File: src/rtl/btn_conditioner.sv
// btn_conditioner: synchronise, debounce and pulse-encode one push-button with auto-repeat
module btn_conditioner #(
  parameter int STABLE_CYCLES = 1_000_000,
  parameter int REPEAT_DELAY  = 25_000_000,
  parameter int REPEAT_PERIOD = 10_000_000
) (
  input  logic clk,
  input  logic rst_n,
  input  logic btn_in,
  output logic level,
  output logic press,
  output logic release_pulse,
  output logic repeat_pulse,
  output logic long_hold
);
  localparam int DW = $clog2(STABLE_CYCLES);
  localparam int HMAX = REPEAT_DELAY > REPEAT_PERIOD ? REPEAT_DELAY : REPEAT_PERIOD;
  localparam int HW = $clog2(HMAX + 1);
  localparam logic [DW-1:0] DB_TOP = DW'(STABLE_CYCLES - 1);
  localparam logic [HW-1:0] DLY_TOP = HW'(REPEAT_DELAY - 1);
  localparam logic [HW-1:0] PER_TOP = HW'(REPEAT_PERIOD - 1);
  localparam bit REPEAT_EN = REPEAT_PERIOD != 0;
  typedef enum logic [1:0] {IDLE, HOLD_DELAY, HOLD_REPEAT} state_t;
  state_t state, state_d;
  logic sync_q1, sync;
  logic [DW-1:0] db_cnt;
  logic [HW-1:0] hold_cnt, hold_d, hold_inc;
  logic db_top, rise, fall, repeat_d, long_d;
  assign db_top = sync != level && db_cnt == DB_TOP;
  assign rise = db_top && sync;
  assign fall = db_top && !sync;
  assign hold_inc = &hold_cnt ? hold_cnt : hold_cnt + 1'b1;
  // two-flop synchroniser feeding a consecutive-sample debounce counter
  always_ff @(posedge clk or negedge rst_n) begin
    if (!rst_n) begin
      sync_q1 <= 1'b0;
      sync <= 1'b0;
      db_cnt <= '0;
      level <= 1'b0;
    end else begin
      sync_q1 <= btn_in;
      sync <= sync_q1;
      db_cnt <= (sync == level || db_top) ? '0 : db_cnt + 1'b1;
      level <= db_top ? sync : level;
    end
  end
  // hold FSM: release overrides everything, including a coincident repeat
  always_comb begin
    state_d = state;
    hold_d = hold_cnt;
    repeat_d = 1'b0;
    long_d = long_hold;
    if (fall) begin
      state_d = IDLE;
      hold_d = '0;
      long_d = 1'b0;
    end else begin
      case (state)
        IDLE: if (rise) begin
          state_d = HOLD_DELAY;
          hold_d = '0;
        end
        HOLD_DELAY: if (hold_cnt != DLY_TOP) hold_d = hold_inc;
          else if (REPEAT_EN) begin
            state_d = HOLD_REPEAT;
            hold_d = '0;
            repeat_d = 1'b1;
            long_d = 1'b1;
          end
        HOLD_REPEAT: if (hold_cnt != PER_TOP) hold_d = hold_inc;
          else begin
            hold_d = '0;
            repeat_d = 1'b1;
          end
        default: state_d = IDLE;
      endcase
    end
  end
  // registered FSM state, hold counter and event outputs
  always_ff @(posedge clk or negedge rst_n) begin
    if (!rst_n) begin
      state <= IDLE;
      hold_cnt <= '0;
      press <= 1'b0;
      release_pulse <= 1'b0;
      repeat_pulse <= 1'b0;
      long_hold <= 1'b0;
    end else begin
      state <= state_d;
      hold_cnt <= hold_d;
      press <= rise;
      release_pulse <= fall;
      repeat_pulse <= repeat_d;
      long_hold <= long_d;
    end
  end
endmodule
File: config.mk
export PLATFORM = sky130hd
export DESIGN_NAME = btn_conditioner
export DESIGN_NICKNAME = d
export VERILOG_FILES = /design/src/rtl/btn_conditioner.sv
export SDC_FILE = /design/constraint.sdc
export NUM_CORES = 1
export LEC_CHECK = 0
export CORE_ASPECT_RATIO = 0.6
export CORE_UTILIZATION = 50
export CTS_CLUSTER_SIZE = 25
export DETAILED_ROUTE_END_ITERATION = 8
export HOLD_SLACK_MARGIN = 0.06
export PLACE_DENSITY_LB_ADDON = 0.05
export SYNTH_ARGS = -nofsm -noshare
export SYNTH_HDL_FRONTEND = slang
export SYNTH_SLANG_ARGS = --single-unit
File: constraint.sdc
create_clock -name clk -period 2.1 [get_ports clk]
set_input_delay 0.42 -clock clk [delete_from_list [all_inputs] [get_ports clk]]
set_output_delay 0.42 -clock clk [all_outputs]
set_load 0.05 [all_outputs]
==> impl_metrics.yaml <==
timing:
  hold_slack_ns: 0.08609
  layout_setup_ws_ns: -0.2628
  max_freq_ghz: 0.4232
  worstMarginPinSlew_ns: 0.5146
  finalHoldViolations: 0
  fin_crit_sh_pct: 112.5
  setup_viol: 27
  finalClockSkew_ns: 0.009109
  rsz0062_at_grt: "true"
  relSlewSlack_pct: 65.69
  min_period_ns: 2.363
  report.final.slew_viol_count: 0
worst_setup_path:
  critical_path_class: "flop to flop"
  endpoint_kind: "flop"
  regToRegStartpoint: "hold_cnt[6]"
  cp-start-kind: "flop"
  arrival_ns: 2.55
  crit_fanout: 8
  startpoint: "hold_cnt[6]"
  crit_required_ns: 2.29
finish:
  fillers: 436
  num-nets-final: 415
  synthToLayoutAreaGrowth_pct: 34.77
  fin_cells: 487
  antennaDiodeCount: 0
  drive_above_1_share_pct: 34.15
  final_util_pct: 71.52
drt:
  viasPerCell: 5.832
  drc_errors: 0
  routed-via-count: 2840
  ant_nets: 0
  wl_per_cell_um: 16.55
  wl_mm: 8.061
  drt_pass1_iterations: 5
  drt-initial-drc-count: 232
floorplan:
  rows: 21
  fp.dieH_um: 62.12
  dieWidth_um: 102.2
  io_pins: 8
  initial_core_util_pct: 53.06
  die-area_um2: 6348
  core_area_um2: 5675
synth:
  syn_area_um2: 3012
  synth_edf_count: 0
  yosysSeqAreaShare_pct: 44.87
  synth_warnings: 0
  synth_nets: 328
  syn_avg_cell_area_um2: 9.441
  ys.flop_type: "dfrtp_1"
  yosys-top-cells-count: "54 x dfrtp_1, 32 x nor2_1, 24 x nand2_1, 24 x nand3_1, 20 x a21oi_1"
  netlist_instances: 319
  synthTopCellsByArea: "dfrtp_1 45%, nand3_1 4.0%, nor2_1 4.0%"
  yosysUniqueCellTypes: 54
  synth_top_area_cell: "dfrtp_1"
  synth.most_common_cell: "dfrtp_1"
  ys_seq_elements: 54
  synth_top_area_share_pct: 44.87
  ys_async_sr_fraction_pct: 100.0
global_routing:
  gr-usage-all-layers_pct: 27.04
  grt_max_degree: 55
  grt_pass1_wl_mm: 12.93
  globalRouteOverflowTotal: 0
  grt_pass1_vias: 2556
  antenna_found_initial: 0
placement:
  dp_slack_ns: -0.2470
  portBuffers: 7
  place_congestion: 0.8849
  dp_hpwl_mm: 5.663
  dpl.cell_count: 465
clock_network:
  cts.sinks: 54
  cts_tree: "built"
  root_buffer: "clkbuf_8"
  clock_path_buffers: 2
  clk_pin_slew_ns: 0.10
  cts_made_buffers: 5
  cts_htree_levels: 2
  clk-insertion-delay-late_ns: 0.32
run:
  drv_cap: 0
power:
  clkPwrFrac_pct: 35.9
  p_sw_uw: 404.7
  irDropWorstVdd_v: 0.0002830
  powerDensity_nw_per_um2: 429.4
  p_int_uw: 1338
  p_comb_share_pct: 3.8
  swShare_pct: 23.22
  power_uw: 1743
  p_seq_share_pct: 60.3
  power.leakage_uw: 0.001702
status:
  status: "finished with violations"
  violations: "setup timing"
min_path:
  hold_path.class: "input pin to asynchronous set/reset pin"
==> power groups by stage <==
stage / combinational [µW] / clock (µW) / sequential, µW
floorplan: 16.8 / 0 / 1070
global placement: 60.8 / 0 / 1070
detailed placement: 62.7 / 0 / 1070
CTS: 62.7 / 639 / 1050
global route: 75.7 / 683 / 1050
finish: 66.5 / 626 / 1050
==> logic make-up after synthesis <==
logic type	after synthesis	synth area share, %
simple gates	157	30.25
xor+xnor	19	5.526
flops	54	44.87
mux	1	0.3324
compound gates	60	13.05
fa+ha+maj	6	2.493
buf+inv	22	3.489
==> layer usage <==
metal | GRT usage, % | wire length (µm)
met2 | 34.48 | 3125
met3 | 4.617 | 675
met1 | 45.41 | 4164
met4 | 7.679 | 95
met5 | 0 | 0
==> placed cells by master (no fill, tap or decap), drive strengths merged, types with 3 or more instances in the layout <==
cell	Yosys	layout
buf	7	83
dfrtp	54	54
nor2	33	33
nand3	24	24
nand2	24	24
a21oi	21	21
or3	16	16
o21ai	14	14
nand4	12	12
inv	11	11
xor2	10	10
xnor2	9	9
and3	9	9
nor3	7	7
clkbuf	4	7
clkdlybuf4s50	0	6
and4	6	6
ha	6	6
o31ai	5	6
or4	4	4
nor4	4	4
o311ai	4	4
nand2b	3	3
or3b	3	3
o41ai	3	3
o22ai	3	3
nor4b	3	3
==> per-stage QoR <==
stage	TNS, ns	cell area (µm²)
6_report	-6.133	4059
2_1_floorplan	-1.421	3063
3_3_place_gp	-4.748	3716
3_5_place_dp	-5.653	3716
5_1_grt	-7.479	4059
4_1_cts	-6.535	3871
==> timing repair <==
| action | CTS | global route |
|---|---|---|
| hold endpoints to repair | 0 | 0 |
| gates cloned | 1 | 0 |
| hold buffers | 0 | 0 |
| setup buffers | 3 | 10 |
| endpoints found under the setup margin | 27 | 29 |
| pin swaps | 8 | 19 |
| gates resized for setup | 6 | 30 |
==> worst max-delay path: stages (launching register included) <==
cell	delay [ns]
dfrtp_1	0.40
or4b_4	0.55
or4_4	0.57
o21ai_4	0.20
a21oi_4	0.13
nand2b_1	0.16
buf_6	0.14
o311ai_2	0.08
==> final timing paths <==
kind                                to  cells after the start  slack, ns
min in group clk                  sync                      0       0.36
hold reg to reg                   sync                      0       0.36
setup / recovery           hold_cnt[8]                      7      -0.26
max in group asynchronous   db_cnt[14]                      2       1.76
setup reg to reg           hold_cnt[8]                      7      -0.26
hold / removal               long_hold                      2       0.09
==> registers in the layout, indices dropped and copies added (netlist names) <==
name	flops
db_cnt	20
sync_q1	1
repeat_pulse	1
long_hold	1
sync	1
hold_cnt	25
level	1
release_pulse	1
state	2
press	1
==> cell type report <==
cell class	count	area [µm²]	area share (%)
Sequential cell	54	1353	33.32
Inverter	11	41.29	1.017
Multi-Input combinational cell	244	1737	42.79
Tap cell	80	100.1	2.466
Timing Repair Buffer	90	733.2	18.06
Clock buffer	6	82.58	2.035
Clock inverter	2	12.51	0.3083
Power figures use the tool's default switching activity.
